`config.mk`:
```
export PLATFORM = sky130hd
export DESIGN_NAME = oled_frame_sequencer
export DESIGN_NICKNAME = d
export VERILOG_FILES = /design/src/rtl/oled_seq_pkg.sv /design/src/rtl/oled_pix_fifo.sv /design/src/rtl/oled_frame_sequencer.sv
export SDC_FILE = /design/constraint.sdc
export NUM_CORES = 1
export LEC_CHECK = 0
export ABC_AREA = 1
export CAP_MARGIN = 20
export CORE_MARGIN = 8
export CORE_UTILIZATION = 50
export CTS_BUF_LIST = sky130_fd_sc_hd__clkbuf_4
export DETAILED_ROUTE_END_ITERATION = 16
export PLACE_DENSITY = 0.78
export SLEW_MARGIN = 20
export SYNTH_ARGS = -nofsm -noshare
export SYNTH_HDL_FRONTEND = slang
export SYNTH_HIERARCHICAL = 1
export SYNTH_SLANG_ARGS = --single-unit
export TNS_END_PERCENT = 100
```
`constraint.sdc`:
```
create_clock -name clk -period 2.2 [get_ports clk]
set_clock_uncertainty 0.05 [all_clocks]
set_input_delay 0.44 -clock clk [delete_from_list [all_inputs] [get_ports clk]]
set_output_delay 0.44 -clock clk [all_outputs]
set_load 0.03 [all_outputs]
```
`src/rtl/oled_seq_pkg.sv`:
```
`default_nettype none
// ============================================================================
// Module   : oled_seq_pkg
// Purpose  : Shared types and geometry for the OLED frame sequencer.
// Revision : 1.0 - initial release
// ============================================================================
package oled_seq_pkg;

  localparam int OLED_W = 96;
  localparam int OLED_H = 64;

  typedef logic [15:0] pix_t;

  typedef enum logic [1:0] {
    IDLE  = 2'd0,
    SCAN  = 2'd1,
    DRAIN = 2'd2,
    GAP   = 2'd3
  } seq_state_t;

  // RGB565 gradient derived from the raster coordinate
  function automatic pix_t test_pattern(input logic [6:0] x, input logic [5:0] y);
    return {x[4:0], y[5:0], x[6:2]};
  endfunction

endpackage
`default_nettype wire

```
`src/rtl/oled_pix_fifo.sv`:
```
`default_nettype none
// ============================================================================
// Module   : oled_pix_fifo
// Purpose  : Small DEPTH-entry FIFO carrying {last, pixel} with occupancy.
// Revision : 1.0 - initial release
// ============================================================================
module oled_pix_fifo #(
  parameter int  DEPTH = 2,
  parameter int  DW    = 17,
  localparam int CW    = $clog2(DEPTH + 1)
) (
  input  logic          clk,
  input  logic          rst_n,
  input  logic          i_wr_en,
  input  logic [DW-1:0] i_wr_data,
  input  logic          i_rd_en,
  output logic [DW-1:0] o_rd_data,
  output logic          o_empty,
  output logic [CW-1:0] o_count
);

  localparam int PW = (DEPTH > 1) ? $clog2(DEPTH) : 1;

  logic [DW-1:0] r_mem [DEPTH];
  logic [PW-1:0] r_wr_ptr;
  logic [PW-1:0] r_rd_ptr;
  logic [CW-1:0] r_count;
  logic          w_wr;
  logic          w_rd;

  assign w_rd = i_rd_en && (r_count != '0);
  assign w_wr = i_wr_en && ((r_count != CW'(DEPTH)) || w_rd);

  always_ff @(posedge clk or negedge rst_n) begin
    if (!rst_n) begin
      for (int i = 0; i < DEPTH; i++) r_mem[i] <= '0;
      r_wr_ptr <= '0;
      r_rd_ptr <= '0;
      r_count  <= '0;
    end else begin
      if (w_wr) begin
        r_mem[r_wr_ptr] <= i_wr_data;
        r_wr_ptr        <= (r_wr_ptr == PW'(DEPTH - 1)) ? '0 : r_wr_ptr + 1'b1;
      end
      if (w_rd) begin
        r_rd_ptr <= (r_rd_ptr == PW'(DEPTH - 1)) ? '0 : r_rd_ptr + 1'b1;
      end
      case ({w_wr, w_rd})
        2'b10:   r_count <= r_count + 1'b1;
        2'b01:   r_count <= r_count - 1'b1;
        default: r_count <= r_count;
      endcase
    end
  end

  assign o_rd_data = r_mem[r_rd_ptr];
  assign o_empty   = (r_count == '0);
  assign o_count   = r_count;

endmodule
`default_nettype wire

```
`src/rtl/oled_frame_sequencer.sv`:
```
`default_nettype none
// ============================================================================
// Module   : oled_frame_sequencer
// Purpose  : Raster scan of 96x64 frames from a font source into a
//            valid/ready pixel stream; single-shot or continuous with gap.
// Options  : OLED_SEQ_TEST_PATTERN_EN - replace i_pixel_in with an RGB565
//            coordinate gradient (timing unchanged).
// Revision : 1.0 - initial release
// ============================================================================
module oled_frame_sequencer
  import oled_seq_pkg::*;
#(
  parameter int  WIDTH       = OLED_W,
  parameter int  HEIGHT      = OLED_H,
  parameter int  SRC_LATENCY = 1,
  parameter int  FRAME_GAP   = 16,
  localparam int XW          = $clog2(WIDTH),
  localparam int YW          = $clog2(HEIGHT)
) (
  input  logic          clk,
  input  logic          rst_n,
  input  logic          i_start,
  input  logic          i_continuous,
  output logic          o_frame_begin,
  output logic [XW-1:0] o_x,
  output logic [YW-1:0] o_y,
  input  pix_t          i_pixel_in,
  output logic          o_pix_valid,
  output pix_t          o_pix_data,
  input  logic          i_pix_ready,
  output logic          o_pix_last,
  output logic          o_frame_done,
  output logic          o_busy
);

  localparam int DEPTH    = SRC_LATENCY + 1;
  localparam int CW       = $clog2(DEPTH + 1);
  localparam int GW       = $clog2(FRAME_GAP + 2);
  localparam int GAP_LOAD = (FRAME_GAP > 0) ? FRAME_GAP - 1 : 0;

  seq_state_t             r_state;
  seq_state_t             w_state_nxt;
  logic [XW-1:0]          r_x;
  logic [YW-1:0]          r_y;
  logic [GW-1:0]          r_gap_cnt;
  logic [SRC_LATENCY-1:0] r_infl_vld;
  logic [SRC_LATENCY-1:0] r_infl_last;
  logic                   r_frame_done;
  logic                   w_issue;
  logic                   w_issue_last;
  logic                   w_pop;
  logic                   w_drained;
  logic                   w_fifo_empty;
  logic [CW-1:0]          w_fifo_count;
  logic [16:0]            w_fifo_rd_data;
  pix_t                   w_cap_pix;

  assign w_issue_last = (r_x == XW'(WIDTH - 1)) && (r_y == YW'(HEIGHT - 1));
  assign w_pop        = !w_fifo_empty && i_pix_ready;
  assign w_drained    = w_fifo_empty && (r_infl_vld == '0);

  // Credit counts the head leaving this cycle so a full-rate stream never bubbles
  assign w_issue = (r_state == SCAN) &&
                   ((int'(w_fifo_count) + $countones(r_infl_vld) - int'(w_pop)) < DEPTH);

  always_comb begin
    w_state_nxt   = r_state;
    o_frame_begin = 1'b0;
    o_busy        = 1'b1;
    case (r_state)
      IDLE: begin
        o_busy = 1'b0;
        if (i_start) w_state_nxt = SCAN;
      end
      SCAN: begin
        o_frame_begin = 1'b1;
        if (w_issue && w_issue_last) w_state_nxt = DRAIN;
      end
      DRAIN: begin
        if (w_drained) begin
          if (!i_continuous)       w_state_nxt = IDLE;
          else if (FRAME_GAP == 0) w_state_nxt = SCAN;
          else                     w_state_nxt = GAP;
        end
      end
      GAP: begin
        if (r_gap_cnt == '0) w_state_nxt = SCAN;
      end
      default: w_state_nxt = IDLE;
    endcase
  end

  always_ff @(posedge clk or negedge rst_n) begin
    if (!rst_n) begin
      r_state      <= IDLE;
      r_x          <= '0;
      r_y          <= '0;
      r_gap_cnt    <= '0;
      r_frame_done <= 1'b0;
    end else begin
      r_state      <= w_state_nxt;
      r_frame_done <= w_pop && w_fifo_rd_data[16];
      if ((r_state == IDLE) && i_start) begin
        r_x <= '0;
        r_y <= '0;
      end else if (w_issue) begin
        if (w_issue_last) begin
          r_x <= '0;
          r_y <= '0;
        end else if (r_x == XW'(WIDTH - 1)) begin
          r_x <= '0;
          r_y <= r_y + 1'b1;
        end else begin
          r_x <= r_x + 1'b1;
        end
      end
      if (r_state == DRAIN)
        r_gap_cnt <= GW'(GAP_LOAD);
      else if ((r_state == GAP) && (r_gap_cnt != '0))
        r_gap_cnt <= r_gap_cnt - 1'b1;
    end
  end

  // Newest issue enters bit 0; the top bit lines up with i_pixel_in
  always_ff @(posedge clk or negedge rst_n) begin
    if (!rst_n) begin
      r_infl_vld  <= '0;
      r_infl_last <= '0;
    end else begin
      r_infl_vld  <= SRC_LATENCY'({r_infl_vld, w_issue});
      r_infl_last <= SRC_LATENCY'({r_infl_last, w_issue && w_issue_last});
    end
  end

`ifdef OLED_SEQ_TEST_PATTERN_EN
  pix_t r_infl_pix [SRC_LATENCY];

  always_ff @(posedge clk or negedge rst_n) begin
    if (!rst_n) begin
      for (int i = 0; i < SRC_LATENCY; i++) r_infl_pix[i] <= '0;
    end else begin
      r_infl_pix[0] <= test_pattern(7'(r_x), 6'(r_y));
      for (int i = 1; i < SRC_LATENCY; i++) r_infl_pix[i] <= r_infl_pix[i-1];
    end
  end

  assign w_cap_pix = r_infl_pix[SRC_LATENCY-1];
`else
  assign w_cap_pix = i_pixel_in;
`endif

  oled_pix_fifo #(
    .DEPTH (DEPTH),
    .DW    (17)
  ) u_fifo (
    .clk       (clk),
    .rst_n     (rst_n),
    .i_wr_en   (r_infl_vld[SRC_LATENCY-1]),
    .i_wr_data ({r_infl_last[SRC_LATENCY-1], w_cap_pix}),
    .i_rd_en   (w_pop),
    .o_rd_data (w_fifo_rd_data),
    .o_empty   (w_fifo_empty),
    .o_count   (w_fifo_count)
  );

  assign o_x          = r_x;
  assign o_y          = r_y;
  assign o_pix_valid  = !w_fifo_empty;
  assign o_pix_data   = w_fifo_rd_data[15:0];
  assign o_pix_last   = !w_fifo_empty && w_fifo_rd_data[16];
  assign o_frame_done = r_frame_done;

endmodule
`default_nettype wire

```
==> results of run 1 <==
per-layer routing:
| metal | vias to the layer above | share of wire (%) | GRT usage, % |
|---|---|---|---|
| met5 | - | 0 | 0 |
| met4 | 0 | 1.2 | 8.39 |
| met3 | 8 | 6.6 | 4.20 |
| met2 | 101 | 46 | 27.2 |
| met1 | 1414 | 46 | 21.1 |
| li1 | 1499 | - | - |
layout make-up:
type | instances | area [µm²]
clock buffer | 11 | 82.6
sequential | 61 | 1530
inverter | 39 | 151
multi-input combinational | 307 | 1630
fill | 542 | 2130
timing repair buffer | 77 | 692
clock inverter | 5 | 75.1
tap | 77 | 96.3
per-stage QoR:
stage | hold WS [ns] | cell area, µm² | util [%] | cells
CTS | 0.432 | 4200 | 65.8 | 574
floorplan | 0.0944 | 3350 | - | 422
detailed placement | 0.357 | 4030 | 63.2 | 556
global route | 0.443 | 4250 | 66.6 | 577
global placement | 0.357 | 4030 | 63.2 | 556
finish | 0.430 | 4250 | 66.6 | 577
placed cells by master (no fill, tap or decap), types with 3 or more instances in the layout:
master / instances
inv_2: 4
nand3_4: 3
clkdlybuf4s50_1: 33
nor2_4: 4
clkdlybuf4s15_1: 4
nand2_4: 4
o21ai_2: 6
o21ai_0: 7
nand4_1: 35
dlygate4sd2_1: 12
inv_1: 31
a21oi_1: 6
buf_4: 20
a21oi_2: 3
clkbuf_4: 11
nand2_2: 8
nand2_1: 170
dfrtp_1: 59
nor2_1: 18
clkinv_2: 3
nor2_2: 3
ha_1: 10
clkbuf_2: 4
nand3_1: 14
registers in the layout, indices dropped and copies added (netlist names):
register / flops
u_fifo/r_wr_ptr: 1
u_fifo/r_rd_ptr: 1
o_frame_done: 1
r_state: 2
o_x: 7
r_infl_last: 1
u_fifo/r_mem: 34
r_infl_vld: 1
o_y: 6
r_gap_cnt: 5
u_fifo/o_count: 2
power breakdown:
group | switching (mW) | internal [mW] | leakage [nW]
Clock | 0.406 | 0.482 | 0.0906
Combinational | 2.13 | 1.17 | 1.34
Sequential | 0.302 | 1.55 | 0.766
how the worst min path moves through the flow:
stage	from	to	slack, ns	depth (start not counted)
5_1_grt	u_fifo/r_mem[32]	u_fifo/r_mem[32]	0.44	2
2_1_floorplan	rst_n	o_frame_done	0.09	0
3_5_place_dp	rst_n	u_fifo/r_mem[9]	0.36	1
6_report	u_fifo/r_mem[19]	u_fifo/r_mem[19]	0.43	2
4_1_cts	rst_n	u_fifo/r_mem[9]	0.43	2
3_3_place_gp	rst_n	u_fifo/r_mem[25]	0.36	1
cells by family (layout without fill, tap and decap cells):
| group | Yosys count | after routing |
|---|---|---|
| XOR/XNOR | 4 | 4 |
| adder cells (fa/ha/maj) | 11 | 11 |
| AO/OA/AOI/OAI | 25 | 25 |
| flip-flops | 61 | 61 |
| buffers and inverters | 55 | 132 |
| AND/OR/NAND/NOR | 266 | 267 |
repair_timing:
item,4_1_cts,5_1_grt
pin swaps,1,3
hold buffers,1,0
gates resized for setup,22,27
gates cloned,1,0
buffers inserted,0,3
endpoints found under the hold margin,17,0
setup endpoints to repair,34,24
critical path, delay by kind of cell, from the launching register on:
| kind | cells | cell delay, ns |
|---|---|---|
| AND/OR/NAND/NOR | 7 | 0.72 |
| adder cells (fa/ha/maj) | 1 | 0.52 |
| flip-flops | 1 | 0.43 |
| AO/OA/AOI/OAI | 2 | 0.35 |
| buffers and inverters | 2 | 0.16 |
==> metrics.txt, run 1 <==
status finished, violations left; failing checks setup timing; core box area 6390 µm²; initial antenna violation count 0; vias in the first global route 2968; wire per inst 13.9 µm; Synth top area share 45.8%; DR iter-0 viols 127; vias post-DR 3022; syn nets 454; Crit Path Category flip-flop to flip-flop; DIE AREA 9540 µm²; Detail Route Antenna Nets 0; worst reg2reg path startpoint u_fifo/o_count[0]; Max H-tree Level 3; Tightest Hold Check Type flip-flop to flip-flop; period utilisation layout 105%; fraction of registers with async set/reset 100%; TNS Setup -0.834 ns; share of cells above drive strength 1 17.2%; Final min period 2.30 ns; Synth cell types 30; crit-path max cell delay 0.52 ns; RD Place Congestion 0.811; Synth Area in Compound Gates 4.39%; Yosys Warn Count 6; Total Wirelength 7990 µm; CTS tree done; final worst slack -0.101 ns; Via density 5.24; Initial Utilization 52.2%; critical path's most frequent cell nand2_4; Antenna Cells 0; main combinational cell family by area after synthesis simple AND/OR/NAND/NOR gates; r2r setup slk -0.10 ns; Bufs on Longest Clock Path 2; DRC viols 0; leakage power 2.19 nW; most frequent cell after synthesis nand2_1; power per standard cell area 1420 nW/µm²; clock root buffer clkbuf_4; Total GRT Usage 17.1%; sequential share of the synthesized area 45.8%; Clk pin slew, worst setup/hold paths 0.10 ns; R2R Path End o_y[5]; Worst Setup End Kind flip-flop; crit path max fanout 9; top cells by count, synth nand2_1 (173), dfrtp_1 (61), nand4_1 (35); Synth Area in Adders 4.35%; Cell Area, Synth 3340 µm²; post-synthesis xor/xnor area fraction 1.05%; largest cells by area after synthesis dfrtp_1 (46%), nand2_1 (19%), nand4_1 (6.6%); final-report max-slew violation count 0; largest area contributor in the netlist dfrtp_1; global-route wire length before repair 13600 µm; FF+latch count, synth 61; Rel. slew slack 69.5%; Critical Path RT 2.48 ns; chip height 97.7 µm; final hold viol count 0; simple-gate share of the synthesized area 36.9%; Cells after Synth 422; nets@finish 527; die width 97.7 µm; Post-synth EDFFs 0; Final HPWL DP 5500 µm; Synth Flop Type dfrtp_1; drt first pass iters 4; peak supply drop 0.901 mV; Worst Setup EP o_y[5]; Worst-Margin Slew 0.457 ns; num rows 29; P&R area growth vs syn 27.5%; clock net sink count 61; I/O Buffers 54; pre-CTS setup slack -0.426 ns; I/O pin total 55; syn avg cell area 7.90 µm²; mux cell area share after synthesis 0%; RSZ-0062 raised after global routing true; Max-Cap Viols 0; GRT overflow 0; CP startpoint kind flip-flop; worst-skew pair later-pin latency 0.40 ns; Worst R2R Path Depth 12; Achievable Freq 0.435 GHz; Setup-failing EPs final 13; largest net degree at the start of global routing 45; clock buffer count from CTS 9; crit path cell chain nor2_4 > inv_4 > nand2_4 > nor2_4 > buf_6 > fa_1 > nand2_1 > a21oi_2 > nand2_4 > nand2_8 > nand2_4 > o21ai_1; Power Total 6.03 mW; Slowest-stage cell, CP fa_1; Critical Path AT 2.58 ns; CP startpoint u_fifo/o_count[0]
Note: power is estimated with default switching activity, not from simulation.
==> run 2, diff against run 1 <==
CTS_CLUSTER_SIZE = 16   (was default)
==> results of run 2 <==
Same layout as run 1: the final DEF is identical, and so are final timing and power.
